--- config.mk ---
export PLATFORM = sky130hd
export DESIGN_NAME = key_event_decoder
export DESIGN_NICKNAME = d
export VERILOG_FILES = /design/src/rtl/key_event_pkg.sv /design/src/rtl/key_event_ch.sv /design/src/rtl/key_event_decoder.sv
export SDC_FILE = /design/constraint.sdc
export NUM_CORES = 1
export LEC_CHECK = 0
export BUFFER_PORTS_ARGS = -buffer_cell sky130_fd_sc_hd__buf_4
export CAP_MARGIN = 20
export CORE_AREA = 10 10 137 139
export DETAILED_ROUTE_END_ITERATION = 10
export DIE_AREA = 0 0 147 149
export PLACE_DENSITY = 0.81
export SLEW_MARGIN = 20
export SYNTH_ARGS = -nofsm -noshare
export SYNTH_HDL_FRONTEND = slang
export SYNTH_HIERARCHICAL = 1
export SYNTH_SLANG_ARGS = --single-unit
export TNS_END_PERCENT = 50
--- constraint.sdc ---
create_clock -name sys_clk -period 6.2 [get_ports sys_clk]
set_input_delay 0 -clock sys_clk [delete_from_list [all_inputs] [get_ports sys_clk]]
set_output_delay 0 -clock sys_clk [all_outputs]
set_load 0.02 [all_outputs]
--- src/rtl/key_event_pkg.sv ---
// Shared types and default cycle constants for the pushbutton event decoder.
package key_event_pkg;

   typedef enum logic [1:0] {
      IDLE    = 2'd0,
      PRESSED = 2'd1,
      LONG    = 2'd2
   } key_state_e;

   // One channel's registered outputs.
   typedef struct packed {
      logic level;
      logic press;
      logic rls;
      logic click;
      logic lng;
   } key_evt_t;

   // Defaults for a 125 MHz system clock.
   localparam int KEY_N_KEYS            = 3;
   localparam int KEY_DEBOUNCE_CYCLES   = 2_500_000;     // 20 ms
   localparam int KEY_LONG_PRESS_CYCLES = 125_000_000;   // 1 s
   localparam int KEY_REPEAT_CYCLES     = 25_000_000;    // 200 ms
   localparam int KEY_CNT_W             = 27;

   // True when a CNT_W-bit counter can hold every cycle constant.
   function automatic bit cnt_fits(input int w, input int a, input int b, input int c);
      longint lim;
      lim = longint'(1) << w;
      return (longint'(a) <= lim) && (longint'(b) <= lim) && (longint'(c) <= lim);
   endfunction

endpackage

--- src/rtl/key_event_ch.sv ---
// One key channel: 2-flop synchroniser, debounce counter, click/long-press FSM.
// Macro KEY_AUTOREPEAT_EN: long_pulse repeats every REPEAT_CYCLES while held in LONG.
module key_event_ch
   import key_event_pkg::*;
#(
   parameter int DEBOUNCE_CYCLES   = KEY_DEBOUNCE_CYCLES,
   parameter int LONG_PRESS_CYCLES = KEY_LONG_PRESS_CYCLES,
`ifdef KEY_AUTOREPEAT_EN
   parameter int REPEAT_CYCLES     = KEY_REPEAT_CYCLES,
`endif
   parameter int CNT_W             = KEY_CNT_W
) (
   input  logic     sys_clk,
   input  logic     sys_rstn,
   input  logic     raw,
   output key_evt_t evt
);

   localparam logic [CNT_W-1:0] DB_LAST   = CNT_W'(DEBOUNCE_CYCLES - 1);
   localparam logic [CNT_W-1:0] LONG_LAST = CNT_W'(LONG_PRESS_CYCLES - 1);
`ifdef KEY_AUTOREPEAT_EN
   localparam logic [CNT_W-1:0] REP_LAST  = CNT_W'(REPEAT_CYCLES - 1);
`endif

   logic [1:0]       sync_q;
   logic             s;
   logic             lvl_q;
   logic [CNT_W-1:0] db_cnt_q;
   logic             rise_q, fall_q;
   key_state_e       state_q, state_d;
   logic [CNT_W-1:0] hold_q, hold_d;
   key_evt_t         evt_d;

   assign s = sync_q[1];

   // Bring the asynchronous pin into sys_clk.
   always_ff @(posedge sys_clk or negedge sys_rstn) begin
      if (!sys_rstn) sync_q <= '0;
      else           sync_q <= {sync_q[0], raw};
   end

   // Accept a new level only after DEBOUNCE_CYCLES consecutive differing samples;
   // rise_q/fall_q are one-cycle strobes of an accepted change.
   always_ff @(posedge sys_clk or negedge sys_rstn) begin
      if (!sys_rstn) begin
         lvl_q    <= 1'b0;
         db_cnt_q <= '0;
         rise_q   <= 1'b0;
         fall_q   <= 1'b0;
      end else begin
         rise_q <= 1'b0;
         fall_q <= 1'b0;
         if (s == lvl_q) begin
            db_cnt_q <= '0;
         end else if (db_cnt_q == DB_LAST) begin
            lvl_q    <= s;
            db_cnt_q <= '0;
            rise_q   <= s;
            fall_q   <= ~s;
         end else begin
            db_cnt_q <= db_cnt_q + 1'b1;
         end
      end
   end

   // State, hold counter and all outputs are registered together.
   always_ff @(posedge sys_clk or negedge sys_rstn) begin
      if (!sys_rstn) begin
         state_q <= IDLE;
         hold_q  <= '0;
         evt     <= '0;
      end else begin
         state_q <= state_d;
         hold_q  <= hold_d;
         evt     <= evt_d;
      end
   end

   // Press/release classification; a release always beats a coincident long threshold.
   always_comb begin
      state_d     = state_q;
      hold_d      = hold_q;
      evt_d       = '0;
      evt_d.level = lvl_q;
      case (state_q)
         IDLE: begin
            if (rise_q) begin
               state_d     = PRESSED;
               hold_d      = '0;
               evt_d.press = 1'b1;
            end
         end
         PRESSED: begin
            if (fall_q) begin
               state_d     = IDLE;
               evt_d.rls   = 1'b1;
               evt_d.click = 1'b1;
            end else if (hold_q == LONG_LAST) begin
               state_d   = LONG;
               hold_d    = '0;
               evt_d.lng = 1'b1;
            end else begin
               hold_d = hold_q + 1'b1;
            end
         end
         LONG: begin
            if (fall_q) begin
               state_d   = IDLE;
               evt_d.rls = 1'b1;
            end
`ifdef KEY_AUTOREPEAT_EN
            else if (hold_q == REP_LAST) begin
               hold_d    = '0;
               evt_d.lng = 1'b1;
            end else begin
               hold_d = hold_q + 1'b1;
            end
`endif
         end
         default: state_d = IDLE;
      endcase
   end

endmodule

--- src/rtl/key_event_decoder.sv ---
// Pushbutton front end: N_KEYS independent debounce/classify channels.
// Macro KEY_AUTOREPEAT_EN enables long-press auto-repeat in every channel.
module key_event_decoder
   import key_event_pkg::*;
#(
   parameter int N_KEYS            = KEY_N_KEYS,
   parameter int DEBOUNCE_CYCLES   = KEY_DEBOUNCE_CYCLES,
   parameter int LONG_PRESS_CYCLES = KEY_LONG_PRESS_CYCLES,
   parameter int REPEAT_CYCLES     = KEY_REPEAT_CYCLES,
   parameter int CNT_W             = KEY_CNT_W
) (
   input  logic              sys_clk,
   input  logic              sys_rstn,
   input  logic [N_KEYS-1:0] key_raw,
   output logic [N_KEYS-1:0] key_level,
   output logic [N_KEYS-1:0] press_pulse,
   output logic [N_KEYS-1:0] release_pulse,
   output logic [N_KEYS-1:0] click_pulse,
   output logic [N_KEYS-1:0] long_pulse
);

   // Marker block: elaborates only when CNT_W cannot hold a cycle constant.
   if (!cnt_fits(CNT_W, DEBOUNCE_CYCLES, LONG_PRESS_CYCLES, REPEAT_CYCLES)) begin : g_cnt_w_too_small
   end

   for (genvar i = 0; i < N_KEYS; i++) begin : g_ch
      key_evt_t evt;

      key_event_ch #(
         .DEBOUNCE_CYCLES   (DEBOUNCE_CYCLES),
         .LONG_PRESS_CYCLES (LONG_PRESS_CYCLES),
`ifdef KEY_AUTOREPEAT_EN
         .REPEAT_CYCLES     (REPEAT_CYCLES),
`endif
         .CNT_W             (CNT_W)
      ) u_ch (
         .sys_clk  (sys_clk),
         .sys_rstn (sys_rstn),
         .raw      (key_raw[i]),
         .evt      (evt)
      );

      assign key_level[i]     = evt.level;
      assign press_pulse[i]   = evt.press;
      assign release_pulse[i] = evt.rls;
      assign click_pulse[i]   = evt.click;
      assign long_pulse[i]    = evt.lng;
   end

endmodule

# == Word-level counts from Yosys, hierarchy flattened ==
# Index checks and enable logic that the tools add are counted.
# word_totals
reg_bits,198
input_bits,5
out_inout_bits,15
wordCells,159
# op_classes
addsub,6
eq_ne,27
muxes,69
bitwise,6
n_reduce_logical,15
# op_table
operator,n
$mux W27,15
$add A27 B1 Y27 const B,6
$pmux W27 S2,3
$eq A27 B22 Y1 const B,3
$eq A27 B27 Y1 const B,3
$mux W2,18
$mux W1,27
$pmux W2 S3,3
$reduce_and A3 Y1,6
$ne A2 B1 Y1 const B,6
$ne A3 B1 Y1 const B,3
$eq A2 B1 Y1 const B,3
$eq A2 B2 Y1 const B,3
$logic_not A2 Y1,3
$ne A2 B2 Y1 const B,3
$not A1 Y1,6
$pmux W1 S2,3
$reduce_and A2 Y1,3
$reduce_bool A2 Y1,3
$eq A1 B1 Y1,3

# == Depth between registers and ports, before layout ==
# logic_depth
word_depth,4
ltp_mapped,9
ltp_nobuf,7

# == Cells and area by module ==
# The synthesis kept the hierarchy.
# modules_own_cells
module,n_inst,cells_each,area_per_inst_um2
key_event_ch at g_ch[2].u_ch,1,357,3450.8
key_event_ch at g_ch[1].u_ch,1,351,3420.8
key_event_ch at g_ch[0].u_ch,1,349,3372.0

# == Worst setup path before layout ==
# OpenSTA, ideal clock, no wires.
# synth_path
kind,register to register
from,reg g_ch[0].u_ch.hold_q[15]
to,reg g_ch[0].u_ch.hold_q[21]
setup_ns,0.126
arrival_ns,2.392
t_required_ns,6.074
slack_ns,3.682
stages_incl_launch_ff,7
n_path_buf,1
synth_period_minus_slack_ns,2.518
path_cell_list,dfrtp_1 or4_1 or4_1 o41a_4 and2_1 buf_6 a221o_1
# synth_between
elab_chain_cells,4
# synth_rtl
item,line_no,source
from (decl),key_event_ch.sv:31,"logic [CNT_W-1:0] hold_q, hold_d;"
from (signal assigned),key_event_ch.sv:74,hold_q <= hold_d;
$add A27 B1 Y27 / $eq A27 B27 Y1 (equally long branches),"key_event_ch.sv:103, key_event_ch.sv:98",
$mux W27 (*),key_event_ch.sv:98,end else if (hold_q == LONG_LAST) begin
$mux W27 (*),key_event_ch.sv:94,if (fall_q) begin
$pmux W27 S2 (*),key_event_ch.sv:85,case (state_q)
# Mark *: on every way between the ends. The rest lies on a longest branch, timed or not. The select of a mux whose other input is x is not followed.
# A chain may end at the register's enable or synchronous reset.

# == Worst setup path in the final report ==
# layout_path
from,reg g_ch[0].u_ch.hold_q[15]
to,reg g_ch[0].u_ch.hold_q[10]
# layout_between
elab_chain_cells,4
# layout_rtl
item,line_no
$eq A27 B27 Y1,key_event_ch.sv:98
$mux W27,key_event_ch.sv:98
$mux W27,key_event_ch.sv:94
$pmux W27 S2,key_event_ch.sv:85
# No other way between the ends. The select of a mux whose other input is x is not followed.

==> metrics.md <==
| Metric | Value |
|---|---|
| Post-cts gate resize count | 0 |
| Power, Total | 2.460 mW |
| Post-synth top area share | 0.4837 |
| Setup ws final | 3.252 ns |
| Die ar. | 21,900 sq um |
| PortBufs | 19 |
| First-pass GRT wire length | 35,720 microns |
| DRC viols | 0 |
| Chip width | 147 microns |
| Syn nets | 1,077 |
| Clock tree buffer depth | 2 |
| Slew at the pin closest to its max-slew limit | 0.9399 ns |
| GPL Wtd Cong | 0.8597 |
| NetSw | 529.8 uW |
| Top cells by count, synth | dfrtp_1 (198), nor2_1 (149), nand2_1 (71), nand3_1 (63), xor2_1 (61) |
| Largest net degree at the start of global routing | 129 |
| Flip-flop and latch area | 4955 sq um |
| FFs w/ async S/R, synth | 1.000 |
| Flop pwr share | 0.530 |
| Core Util, Final | 0.6929 |
| Fillers | 1,158 |
| Pleak | 4.707 nW |
| WS Path Type | reg -> reg |
| Largest family of logic cells by synthesized area | simple AND/OR/NAND/NOR gates |
| Fin nets | 1,089 |
| Layout cells sized above 1 | 0.08041 |
| Clock transition at the registers of the reported paths | 0.07 ns |
| Pint | 1.930 mW |
| Synth Cell Area | 10,240 sq um |
| Maximum fanout along the worst path | 18 |
| Crit path required time | 6.47 ns |
| VDD IR max | 0.1735 mV |
| Tcrit/Tclk final | 0.4755 |
| Fin area | 11,210 sq um |
| RSZ-0062 raised after global routing | no |
| Average size of a mapped cell | 9.691 sq um |
| Vias after detailed routing | 7,874 |
| Finished Layout Cells | 1,302 |
| Switch share | 0.2154 |
| RR Endpoint | g_ch[0].u_ch/hold_q[10] |
| Compound-Gate Fraction of Synth Area | 0.07072 |
| Worst hold path class | in -> async |
| Logic gate share of total power | 0.020 |
| ANT nets after route | 0 |
| Crit. Startpoint | g_ch[0].u_ch/hold_q[15] |
| Slew Limit Fails | 0 |
| Vias per inst | 6.048 |
| Worst slack at placement | 3.273 ns |
| Cell with the most instances after synthesis | dfrtp_1 |
| Vias in the first global route | 7,607 |
| Cell at the root of the clock tree | clkbuf_16 |
| P&R area growth vs syn | 9.392% |
| Multi-input gate area | 5014 sq um |
| Clk Latency, worst-skew pair | 0.43 ns |
| Setup Skew | 0.01003 ns |
| Finish-stage setup viols | 0 |
| DRT Wirelength | 20,840 microns |
| Placed cell areas | 10,540 sq um |
| Main synth FF type | dfrtp_1 |
| CP Launch Type | flop |
| Number of buffers created by CTS | 17 |
| Avg WL per Cell | 16.01 microns |
| Pwr dens | 219.5 nW/um^2 |
| Die Height | 149 microns |
| Fmax | 339.2 MHz |
| XOR/XNOR share of the synthesized area | 0.09320 |
| Number of synthesized flops with an enable pin | 0 |
| Sequential area share after synthesis | 0.4837 |
| Mux cell area share after synthesis | 0.01441 |
| Setup TNS Final | 0 ns |
| Rel. slew slack | 0.3686 |
| N_diodes | 0 |
| Area leader, netlist | dfrtp_1 |
| Synth Area in Simple Gates | 0.2923 |
| Library cells used by synthesis | 66 |
| CTS tree | done |
| Top cells by area, synth | dfrtp_1 (48%), nor2_1 (5.5%), xor2_1 (5.2%) |
| Worst Hold Slack | 0.1064 ns |
| Initial antenna violation count | 0 |
| Core Area | 16,170 sq um |
| R2r setup slk | 3.25 ns |
| FP Rows | 47 |
| Critical path endpoint category | flop |
| Status | complete, no violations |
| Period minus WS final | 2.948 ns |
| Drt pass-1 iters | 5 |
| Maxcap violations | 0 |
| Clock group share of total power | 0.450 |
| DPL Wire Length | 13,520 microns |
| Final Hold Fails | 0 |
| Placed cell count | 1,265 |
| Yosys warns | 6 |
| Clock Sinks | 198 |
| Initial drt markers | 520 |
| Global route overflow | 0 |
| Post-Synthesis Cells | 1,057 |
| FF-to-FF Start | g_ch[0].u_ch/hold_q[15] |
| Adder-cell share of the synthesized area | 0.01832 |
| R2R depth | 5 |
| Flops & latches, synth | 198 |
| Initial Util | 0.6334 |
| I/O pin cnt | 20 |
| WP data arrival | 3.22 ns |
| Total Routing Usage GR | 0.1924 |
| Clock H-tree levels | 4 |
worst max-delay path by stage:
| stage | to | cells past startpoint | slack (ns) |
|---|---|---|---|
| after global routing | g_ch[0].u_ch/hold_q[6] | 5 | 3.01 |
| after CTS | g_ch[0].u_ch/hold_q[10] | 5 | 3.24 |
| final | g_ch[0].u_ch/hold_q[10] | 5 | 3.25 |
| after floorplan | g_ch[0].u_ch/hold_q[21] | 6 | 3.68 |
| after global placement | g_ch[0].u_ch/hold_q[10] | 5 | 3.36 |
| after detailed placement | g_ch[0].u_ch/hold_q[6] | 5 | 3.27 |
repair_timing:
action / CTS / global route
endpoints found under the setup margin: 0 / 0
hold buffers: 4 / 0
hold endpoints to repair: 130 / 0
buffers inserted: 0 / 0
layer usage:
metal | track usage | share of wire
met5 | 0 | 0
met4 | 0.06392 | 0.015
met3 | 0.03944 | 0.044
met2 | 0.3182 | 0.48
met1 | 0.2490 | 0.46
cell families (layout without fill, tap and decap cells):
kind of cell | Yosys count | count (layout)
XOR/XNOR | 109 | 109
AND/OR/NAND/NOR | 549 | 549
multiplexers | 14 | 14
adder cells (fa/ha/maj) | 15 | 15
flip-flops | 198 | 198
AO/OA/AOI/OAI | 109 | 109
buffers and inverters | 63 | 88
critical path, stage by stage, from the launching register on:
cell and delay [ns]:
dfrtp_1 0.44, or4_1 0.51, or4_1 0.55, o41a_4 0.47
nor2_1 0.68, nor2_1 0.14
state kept, by name (all words and copies together), names as in the netlist:
signal,count
g_ch.u_ch/db_cnt_q,81
g_ch.u_ch/evt,15
g_ch.u_ch/fall_q,3
g_ch.u_ch/hold_q,81
g_ch.u_ch/lvl_q,3
g_ch.u_ch/rise_q,3
g_ch.u_ch/state_q,6
g_ch.u_ch/sync_q,6
cells in the final DEF (no fill, tap or decap), types with 11 or more instances in the layout:
cell type  instances
dfrtp_1          198
nand2_1           71
and3_1            26
xor2_1            61
nand4_1           57
nand3_1           63
clkbuf_16         17
ha_1              15
and2_1            15
nand2b_1          11
and4_1            19
nor3_1            36
o21ai_0           15
or3_1             12
nor2_1           149
xnor2_1           48
nor4_1            22
buf_4             25
inv_1             25
a31oi_1           23
a21oi_1           21
area by class of cell:
class | count | area share
clock buffers | 19 | 0.04042
clock inverters | 13 | 0.01306
inverters | 25 | 0.008374
multi-input cells | 796 | 0.4474
flip-flops and latches | 198 | 0.4422
well taps | 220 | 0.02456
repair buffers | 31 | 0.02401
power by group through the flow:
stage                     registers [mW]  clock network [mW]  logic [mW]
after floorplan                     1.33                   0      0.0150
after global placement              1.33                   0      0.0451
after detailed placement            1.33                   0      0.0466
after CTS                           1.30                1.13      0.0490
after global routing                1.30                1.18      0.0570
final                               1.30                1.11      0.0493
No activity file was read; power rests on OpenSTA's default activity.
